$ cat config.mk
export PLATFORM = sky130hd
export DESIGN_NAME = seg_scan_mux_flat
export DESIGN_NICKNAME = d
export VERILOG_FILES = /design/src/rtl/seg_scan_mux_if.sv /design/src/rtl/seg_scan_mux.sv /design/src/flat_wrapper.sv
export SDC_FILE = /design/constraint.sdc
export NUM_CORES = 1
export LEC_CHECK = 0
export BUFFER_PORTS_ARGS = -buffer_cell sky130_fd_sc_hd__buf_2
export CORE_ASPECT_RATIO = 1.1
export CORE_UTILIZATION = 45
export CTS_CLUSTER_DIAMETER = 150
export CTS_CLUSTER_SIZE = 40
export DETAILED_ROUTE_END_ITERATION = 8
export PLACE_DENSITY = 0.78
export SLEW_MARGIN = 20
export SYNTH_ARGS = -nofsm -noshare
export SYNTH_HDL_FRONTEND = slang
export SYNTH_SLANG_ARGS = --single-unit
$ cat constraint.sdc
create_clock -name clk -period 3.5 [get_ports clk]
set_clock_uncertainty 0.05 [all_clocks]
set_input_delay 0.525 -clock clk [delete_from_list [all_inputs] [get_ports clk]]
set_output_delay 0.525 -clock clk [all_outputs]
set_load 0.01 [all_outputs]
$ cat src/rtl/seg_scan_mux_if.sv
// Bus bundle between the taximeter display host (master) and seg_scan_mux (slave).
// Page values, decimal points and mode controls go in; digit strobe, segments and page come out.
interface seg_scan_mux_if #(
   parameter int DIGITS = 4,
   parameter int PAGES  = 3,
   parameter int VAL_W  = 14
);
   localparam int PS_W = $clog2(PAGES);
   localparam int DP_W = $clog2(DIGITS + 1);

   logic [PS_W-1:0]        page_sel;
   logic                   auto_en;
   logic                   blank_lz;
   logic [PAGES*VAL_W-1:0] page_val;
   logic [PAGES*DP_W-1:0]  dp_pos;
   logic [DIGITS-1:0]      seg;
   logic [7:0]             codeout;
   logic [PS_W-1:0]        cur_page;

   modport master (
      output page_sel, auto_en, blank_lz, page_val, dp_pos,
      input  seg, codeout, cur_page
   );

   modport slave (
      input  page_sel, auto_en, blank_lz, page_val, dp_pos,
      output seg, codeout, cur_page
   );
endinterface

$ cat src/rtl/seg_scan_mux.sv
// Multi-page seven-segment scan controller: frame-synchronous page select, iterative
// binary-to-BCD conversion, leading-zero blanking, decimal point and overflow dashes.
module seg_scan_mux #(
   parameter int DIGITS      = 4,
   parameter int PAGES       = 3,
   parameter int VAL_W       = 14,
   parameter int SCAN_DIV    = 1000,
   parameter int AUTO_FRAMES = 250
) (
   input logic           clk,
   input logic           rst_n,
   seg_scan_mux_if.slave bus
);
   localparam int PS_W  = $clog2(PAGES);
   localparam int DP_W  = $clog2(DIGITS + 1);
   localparam int IDX_W = (DIGITS > 1) ? $clog2(DIGITS) : 1;
   localparam int DIV_W = (SCAN_DIV > 1) ? $clog2(SCAN_DIV) : 1;
   localparam int BIT_W = $clog2(VAL_W + 1);
   localparam int FC_W  = $clog2(AUTO_FRAMES + 1);
   localparam int BCD_W = 4 * DIGITS;
   localparam logic [63:0] MAX_VAL = 64'(10 ** DIGITS - 1);

   typedef enum logic [1:0] {ST_IDLE = 2'd0, ST_LOAD = 2'd1, ST_SHIFT = 2'd2, ST_DONE = 2'd3} state_t;

   function automatic logic [7:0] digit_pat(input logic [3:0] d);
      case (d)
         4'd0:    digit_pat = 8'b1111_1100;
         4'd1:    digit_pat = 8'b0110_0000;
         4'd2:    digit_pat = 8'b1101_1010;
         4'd3:    digit_pat = 8'b1111_0010;
         4'd4:    digit_pat = 8'b0110_0110;
         4'd5:    digit_pat = 8'b1011_0110;
         4'd6:    digit_pat = 8'b1011_1110;
         4'd7:    digit_pat = 8'b1110_0000;
         4'd8:    digit_pat = 8'b1111_1110;
         4'd9:    digit_pat = 8'b1111_0110;
         default: digit_pat = 8'b0000_0000;
      endcase
   endfunction

   logic [DIV_W-1:0]  prescaler_q, prescaler_d;
   logic [IDX_W-1:0]  idx_q, idx_d;
   logic              start_q;
   logic [PS_W-1:0]   cur_page_q, cur_page_d;
   logic [FC_W-1:0]   frame_cnt_q, frame_cnt_d;
   logic              auto_prev_q;
   state_t            state_q, state_d;
   logic [VAL_W-1:0]  bin_q, bin_d;
   logic [BCD_W-1:0]  bcd_q, bcd_d, adj_s;
   logic              ovf_q, ovf_d;
   logic [DP_W-1:0]   dp_q, dp_d;
   logic [BIT_W-1:0]  bit_cnt_q, bit_cnt_d;
   logic [BCD_W-1:0]  disp_bcd_q, disp_bcd_d;
   logic              disp_ovf_q, disp_ovf_d;
   logic [DP_W-1:0]   disp_dp_q, disp_dp_d;
   logic [DIGITS-1:0] seg_q, seg_d;
   logic [7:0]        codeout_q, codeout_d;
   logic              div_end_s, frame_bnd_s, auto_wrap_s;
   logic [VAL_W-1:0]  sel_val_s;
   logic [DP_W-1:0]   sel_dp_s;

   assign div_end_s = (prescaler_q == DIV_W'(SCAN_DIV - 1));
   assign sel_val_s = bus.page_val[int'(cur_page_q) * VAL_W +: VAL_W];
   assign sel_dp_s  = bus.dp_pos[int'(cur_page_q) * DP_W +: DP_W];

   // Digit scan timing; the first cycle out of reset acts as a frame boundary.
   always_comb begin
      prescaler_d = prescaler_q;
      idx_d       = idx_q;
      frame_bnd_s = 1'b0;
      if (start_q || (div_end_s && idx_q == IDX_W'(DIGITS - 1))) begin
         frame_bnd_s = 1'b1;
         prescaler_d = DIV_W'(0);
         idx_d       = IDX_W'(0);
      end else if (div_end_s) begin
         prescaler_d = DIV_W'(0);
         idx_d       = idx_q + IDX_W'(1);
      end else begin
         prescaler_d = prescaler_q + DIV_W'(1);
      end
   end

   assign auto_wrap_s = bus.auto_en && auto_prev_q && frame_bnd_s &&
                        (frame_cnt_q == FC_W'(AUTO_FRAMES - 1));

   // Page selection, applied only at frame boundaries.
   always_comb begin
      cur_page_d  = cur_page_q;
      frame_cnt_d = frame_cnt_q;
      if ((bus.auto_en != auto_prev_q) || auto_wrap_s) begin
         frame_cnt_d = FC_W'(0);
      end else if (frame_bnd_s && bus.auto_en) begin
         frame_cnt_d = frame_cnt_q + FC_W'(1);
      end else begin
         frame_cnt_d = frame_cnt_q;
      end
      if (auto_wrap_s) begin
         cur_page_d = (cur_page_q == PS_W'(PAGES - 1)) ? PS_W'(0) : cur_page_q + PS_W'(1);
      end else if (frame_bnd_s && !bus.auto_en && (int'(bus.page_sel) < PAGES)) begin
         cur_page_d = bus.page_sel;
      end else begin
         cur_page_d = cur_page_q;
      end
   end

   // Shift-add-3 converter; results reach the display only at a frame boundary.
   always_comb begin
      state_d    = state_q;
      bin_d      = bin_q;
      bcd_d      = bcd_q;
      ovf_d      = ovf_q;
      dp_d       = dp_q;
      bit_cnt_d  = bit_cnt_q;
      disp_bcd_d = disp_bcd_q;
      disp_ovf_d = disp_ovf_q;
      disp_dp_d  = disp_dp_q;
      adj_s      = bcd_q;
      for (int k = 0; k < DIGITS; k++) begin
         if (bcd_q[4*k +: 4] >= 4'd5) adj_s[4*k +: 4] = bcd_q[4*k +: 4] + 4'd3;
         else                         adj_s[4*k +: 4] = bcd_q[4*k +: 4];
      end
      case (state_q)
         ST_IDLE: begin
            if (frame_bnd_s) state_d = ST_LOAD;
            else             state_d = ST_IDLE;
         end
         ST_LOAD: begin
            bin_d     = sel_val_s;
            bcd_d     = {BCD_W{1'b0}};
            ovf_d     = (64'(sel_val_s) > MAX_VAL);
            dp_d      = sel_dp_s;
            bit_cnt_d = BIT_W'(0);
            state_d   = ST_SHIFT;
         end
         ST_SHIFT: begin
            bcd_d     = {adj_s[BCD_W-2:0], bin_q[VAL_W-1]};
            bin_d     = bin_q << 1;
            bit_cnt_d = bit_cnt_q + BIT_W'(1);
            if (bit_cnt_q == BIT_W'(VAL_W - 1)) state_d = ST_DONE;
            else                                state_d = ST_SHIFT;
         end
         ST_DONE: begin
            if (frame_bnd_s) begin
               disp_bcd_d = bcd_q;
               disp_ovf_d = ovf_q;
               disp_dp_d  = dp_q;
               state_d    = ST_LOAD;
            end else begin
               state_d = ST_DONE;
            end
         end
         default: state_d = ST_IDLE;
      endcase
   end

   // Strobe and segment pattern for the digit lit after this edge.
   always_comb begin
      logic       zero_run;
      logic       blank;
      logic [3:0] digit;
      zero_run = 1'b1;
      blank    = 1'b0;
      seg_d    = {DIGITS{1'b0}};
      for (int k = 0; k < DIGITS; k++) seg_d[k] = (int'(idx_d) == k);
      for (int k = DIGITS - 1; k >= 1; k--) begin
         zero_run = zero_run && (disp_bcd_d[4*k +: 4] == 4'd0);
         if (bus.blank_lz && zero_run && (int'(idx_d) == k) &&
             ((int'(disp_dp_d) >= DIGITS) || (k > int'(disp_dp_d)))) blank = 1'b1;
         else blank = blank;
      end
      digit = disp_bcd_d[int'(idx_d) * 4 +: 4];
      if (disp_ovf_d)  codeout_d = 8'b0000_0010;
      else if (blank)  codeout_d = 8'b0000_0000;
      else             codeout_d = digit_pat(digit) | {7'b000_0000, (int'(disp_dp_d) == int'(idx_d))};
   end

   // State registers.
   always_ff @(posedge clk or negedge rst_n) begin
      if (!rst_n) begin
         prescaler_q <= DIV_W'(0);
         idx_q       <= IDX_W'(0);
         start_q     <= 1'b1;
         cur_page_q  <= PS_W'(0);
         frame_cnt_q <= FC_W'(0);
         auto_prev_q <= 1'b0;
         state_q     <= ST_IDLE;
         bin_q       <= VAL_W'(0);
         bcd_q       <= BCD_W'(0);
         ovf_q       <= 1'b0;
         dp_q        <= DP_W'(DIGITS);
         bit_cnt_q   <= BIT_W'(0);
         disp_bcd_q  <= BCD_W'(0);
         disp_ovf_q  <= 1'b0;
         disp_dp_q   <= DP_W'(DIGITS);
         seg_q       <= {DIGITS{1'b0}};
         codeout_q   <= 8'b0000_0000;
      end else begin
         prescaler_q <= prescaler_d;
         idx_q       <= idx_d;
         start_q     <= 1'b0;
         cur_page_q  <= cur_page_d;
         frame_cnt_q <= frame_cnt_d;
         auto_prev_q <= bus.auto_en;
         state_q     <= state_d;
         bin_q       <= bin_d;
         bcd_q       <= bcd_d;
         ovf_q       <= ovf_d;
         dp_q        <= dp_d;
         bit_cnt_q   <= bit_cnt_d;
         disp_bcd_q  <= disp_bcd_d;
         disp_ovf_q  <= disp_ovf_d;
         disp_dp_q   <= disp_dp_d;
         seg_q       <= seg_d;
         codeout_q   <= codeout_d;
      end
   end

   assign bus.seg      = seg_q;
   assign bus.codeout  = codeout_q;
   assign bus.cur_page = cur_page_q;
endmodule
$ cat src/flat_wrapper.sv
// flat-port wrapper written by rule: the top's interface ports become plain ports
module seg_scan_mux_flat 
#(
   parameter int DIGITS      = 4,
   parameter int PAGES       = 3,
   parameter int VAL_W       = 14,
   parameter int SCAN_DIV    = 1000,
   parameter int AUTO_FRAMES = 250
)
  (clk, rst_n, bus_page_sel, bus_auto_en, bus_blank_lz, bus_page_val, bus_dp_pos, bus_seg, bus_codeout, bus_cur_page);
  seg_scan_mux_if #(.DIGITS(DIGITS), .PAGES(PAGES), .VAL_W(VAL_W)) bus_i ();
  input logic clk;
  input logic rst_n;
  input wire logic [$bits(bus_i.page_sel)-1:0] bus_page_sel;
  input wire logic [$bits(bus_i.auto_en)-1:0] bus_auto_en;
  input wire logic [$bits(bus_i.blank_lz)-1:0] bus_blank_lz;
  input wire logic [$bits(bus_i.page_val)-1:0] bus_page_val;
  input wire logic [$bits(bus_i.dp_pos)-1:0] bus_dp_pos;
  output wire logic [$bits(bus_i.seg)-1:0] bus_seg;
  output wire logic [$bits(bus_i.codeout)-1:0] bus_codeout;
  output wire logic [$bits(bus_i.cur_page)-1:0] bus_cur_page;
  assign bus_i.page_sel = bus_page_sel;
  assign bus_i.auto_en = bus_auto_en;
  assign bus_i.blank_lz = bus_blank_lz;
  assign bus_i.page_val = bus_page_val;
  assign bus_i.dp_pos = bus_dp_pos;
  assign bus_seg = bus_i.seg;
  assign bus_codeout = bus_i.codeout;
  assign bus_cur_page = bus_i.cur_page;
  seg_scan_mux #(.DIGITS(DIGITS), .PAGES(PAGES), .VAL_W(VAL_W), .SCAN_DIV(SCAN_DIV), .AUTO_FRAMES(AUTO_FRAMES)) u_core (.clk(clk), .rst_n(rst_n), .bus(bus_i));
endmodule
==> results.json <==
{
  "num_io_pins": 71,
  "synth-seq-cells": 96,
  "clock-root-buffer": "clkbuf_16",
  "yosysTopAreaCell": "dfrtp_1",
  "cp-start-kind": "flop",
  "postSynthCellCount": 520,
  "min_period_ns": 3.325,
  "dp_hpwl_mm": 8.440,
  "synth_top_cell_area_share": 0.4390,
  "cp_max_fo": 17,
  "drt-initial-drc-count": 145,
  "vias_per_cell": 5.570,
  "slowest_stage": "dfrtp_1",
  "path_clk_slew_ns": 0.07,
  "synth_area_leaders": "dfrtp_1, mux2_2, ha_1",
  "synth-seq-area-share": 0.4539,
  "crit_family": "compound AO/OA/AOI/OAI gates",
  "cts_max_level": 3,
  "utilization": 0.5310,
  "regToRegEndpoint": "u_core.bus.codeout[7]",
  "gp_congestion": 0.8706,
  "cts_made_buffers": 9,
  "coreArea_um2": 11490,
  "end_kind": "flop",
  "drt-total-wl_mm": 11.24,
  "drv_cap": 0,
  "powerDensity_nw_per_um2": 620.9,
  "synth_area_per_cell_um2": 10.19,
  "finalMaxSlewViolations": 0,
  "setup.worst_path.class": "flop to flop",
  "async_flop_share": 1.000,
  "cts_hold_buf": 0,
  "cts_resized": 0,
  "post-cts-setup-buffers": 0,
  "timing.max_slew.rel_slack": 0.5439,
  "final_cell_mix": "dfrtp_1, buf_2, nor2_1, inv_1, a21oi_1",
  "cts_tree": "yes",
  "status": "complete, no violations",
  "finalCritPeriodShare": 0.9501,
  "core.rowCount": 41,
  "postRouteAntennaNets": 0,
  "wl_per_cell_um": 15.11,
  "drt_first_pass_iters": 4,
  "dieArea_um2": 12220,
  "rr_worst_depth": 11,
  "drive_gt1_frac": 0.2458,
  "final_common_cell": "dfrtp_1",
  "ys_types": 64,
  "clk_latency_ns": 0.34,
  "reg2reg_slack_ns": 0.17,
  "whs_ns": 0.1599,
  "path_cells": "ha_1, and2_1, a41oi_4, buf_4, mux2_2, nor2b_1, a221oi_4, inv_1, ha_1, mux2_1, a211oi_1",
  "hold_class": "input port to asynchronous set/reset pin",
  "synth_edf_count": 0,
  "cp.arrival_ns": 3.52,
  "syn_area_um2": 5301,
  "first_global_vias": 4123,
  "overflow": 0,
  "drcViolationCount": 0,
  "leakagePower_uw": 0.002888,
  "antenna_found_initial": 0,
  "path_buf_inv": 2,
  "yosys_warnings": 0,
  "via_count": 4144,
  "clock-sinks": 96,
  "grt_max_degree": 56,
  "syn_nets": 601,
  "worstReg2RegStart": "u_core.idx_q[0]",
  "peakVddDrop_v": 0.0003473,
  "start_util": 0.4613,
  "hold_viol": 0,
  "grt_first_pass_wirelength_mm": 19.20,
  "worstPathRequired_ns": 3.70,
  "maxClockFrequency_ghz": 0.3007,
  "preCtsSetupSlack_ns": 0.2445,
  "die_w_um": 105.5,
  "port-buffer-count": 70,
  "area_growth_pct": 15.10,
  "nets": 670,
  "grt.total_usage": 0.1974,
  "rsz0062_at_grt": "false",
  "crit_path_frequent_cell": "ha_1",
  "tns_ns": 0,
  "setup_slack_ns": 0.1748,
  "ys.flop_type": "dfrtp_1",
  "max_stage_delay_ns": 0.47,
  "setup_viol": 0,
  "tightest_slew_ns": 0.6842,
  "clock_path_buffers": 2,
  "fp.dieH_um": 115.8,
  "n_antenna_cell": 0,
  "finalPower_uw": 3789
}
## flip-flops by register name (all words and copies together) (netlist names)
register,cells
u_core.disp_dp_q,3
u_core.state_q,2
u_core.bus.seg,4
u_core.start_q,1
u_core.bin_q,14
u_core.bus.codeout,8
u_core.disp_bcd_q,16
u_core.bit_cnt_q,4
u_core.dp_q,3
u_core.disp_ovf_q,1
u_core.prescaler_q,10
u_core.bus.cur_page,2
u_core.frame_cnt_q,8
u_core.auto_prev_q,1
u_core.bcd_q,16
u_core.ovf_q,1
u_core.idx_q,2
## per-stage QoR
stage          instance area (um2)  cells
6_report                      6102    744
5_1_grt                       6102    744
4_1_cts                       6102    744
3_5_place_dp                  5817    728
3_3_place_gp                  5817    728
2_1_floorplan                 5301    520
## worst reg2reg max path, cell delays in order (launching register included)
cell and delay [ns]:
dfrtp_1 0.47, ha_1 0.31, and2_1 0.20, a41oi_4 0.29, buf_4 0.26, mux2_2 0.36
nor2b_1 0.15, a221oi_4 0.30, inv_1 0.11, ha_1 0.22, mux2_1 0.29, a211oi_1 0.22
## metal layers
layer | vias up | GRT usage | wire (um) | part of all wire
met1 | 2004 | 0.2439 | 4943 | 0.44
met2 | 141 | 0.3509 | 5626 | 0.50
li1 | 1986 | - | - | -
met3 | 13 | 0.02812 | 505 | 0.045
met5 | - | 0 | 0 | 0
met4 | 0 | 0.07870 | 165 | 0.015
## Yosys cell counts, types with 2 or more instances
library cell and number:
a211oi_1 5, and3_2 2, a21oi_1 35, mux2_2 28, a221oi_4 2, nand2_1 31, o21ai_0 32, mux2i_1 25
a41oi_1 3, nand4_1 6, o32ai_1 3, nor4_1 7, xor2_1 14, a32o_1 4, dfstp_2 3, nand2b_1 8
nor2_1 40, buf_2 2, ha_1 24, clkbuf_1 16, xnor2_1 9, o211ai_1 7, or3_1 5, o22ai_1 11
and2_1 3, buf_1 3, nand3_1 10, inv_1 38, and3_1 3, a311oi_1 4, nor3b_1 2, buf_6 3
o31ai_1 4, dfrtp_1 93, a31oi_1 2, nor2b_1 5
## cell families (layout without fill, tap and decap cells)
logic type                 after synthesis  after routing  share of synthesized area
AOI/OAI and AO/OA                      124            124                     0.1607
xor gates and xnor gates                23             23                    0.03800
adders and majority gates               24             24                    0.05664
buffers and inverters                   63            137                    0.05004
DFF                                     96             96                     0.4539
muxes                                   54             54                     0.1088
other                                    1              1                  0.0007074
and+or+nand+nor                        135            135                     0.1312
## layout make-up
type                    count  area, um2
clock buffers               9      225.2
clock inverters             7      60.06
fillers                  1046       5389
inverters                  38      142.6
multi-input cells         361       2630
flip-flops and latches     96       2406
well taps                 150      187.7
repair buffers             83      450.4
## power breakdown
group          internal [uW]  switching, uW  total (uW)
Sequential              1340            145        1490
Clock                    497            450         947
Combinational            594            759        1350
## worst max-delay path by stage
stage / start / to / slack (ns) / depth (start not counted)
final: u_core.idx_q[0] / u_core.bus.codeout[7] / 0.17 / 11
after global routing: u_core.idx_q[0] / u_core.bus.codeout[7] / 0.006 / 11
after CTS: u_core.idx_q[0] / u_core.bus.codeout[7] / 0.21 / 11
after detailed placement: u_core.idx_q[0] / u_core.bus.codeout[7] / 0.24 / 11
after global placement: u_core.idx_q[0] / u_core.bus.codeout[7] / 0.34 / 11
after floorplan: u_core.prescaler_q[0] / u_core.bus.codeout[7] / 0.23 / 11
(Power assumes the default switching activity.)
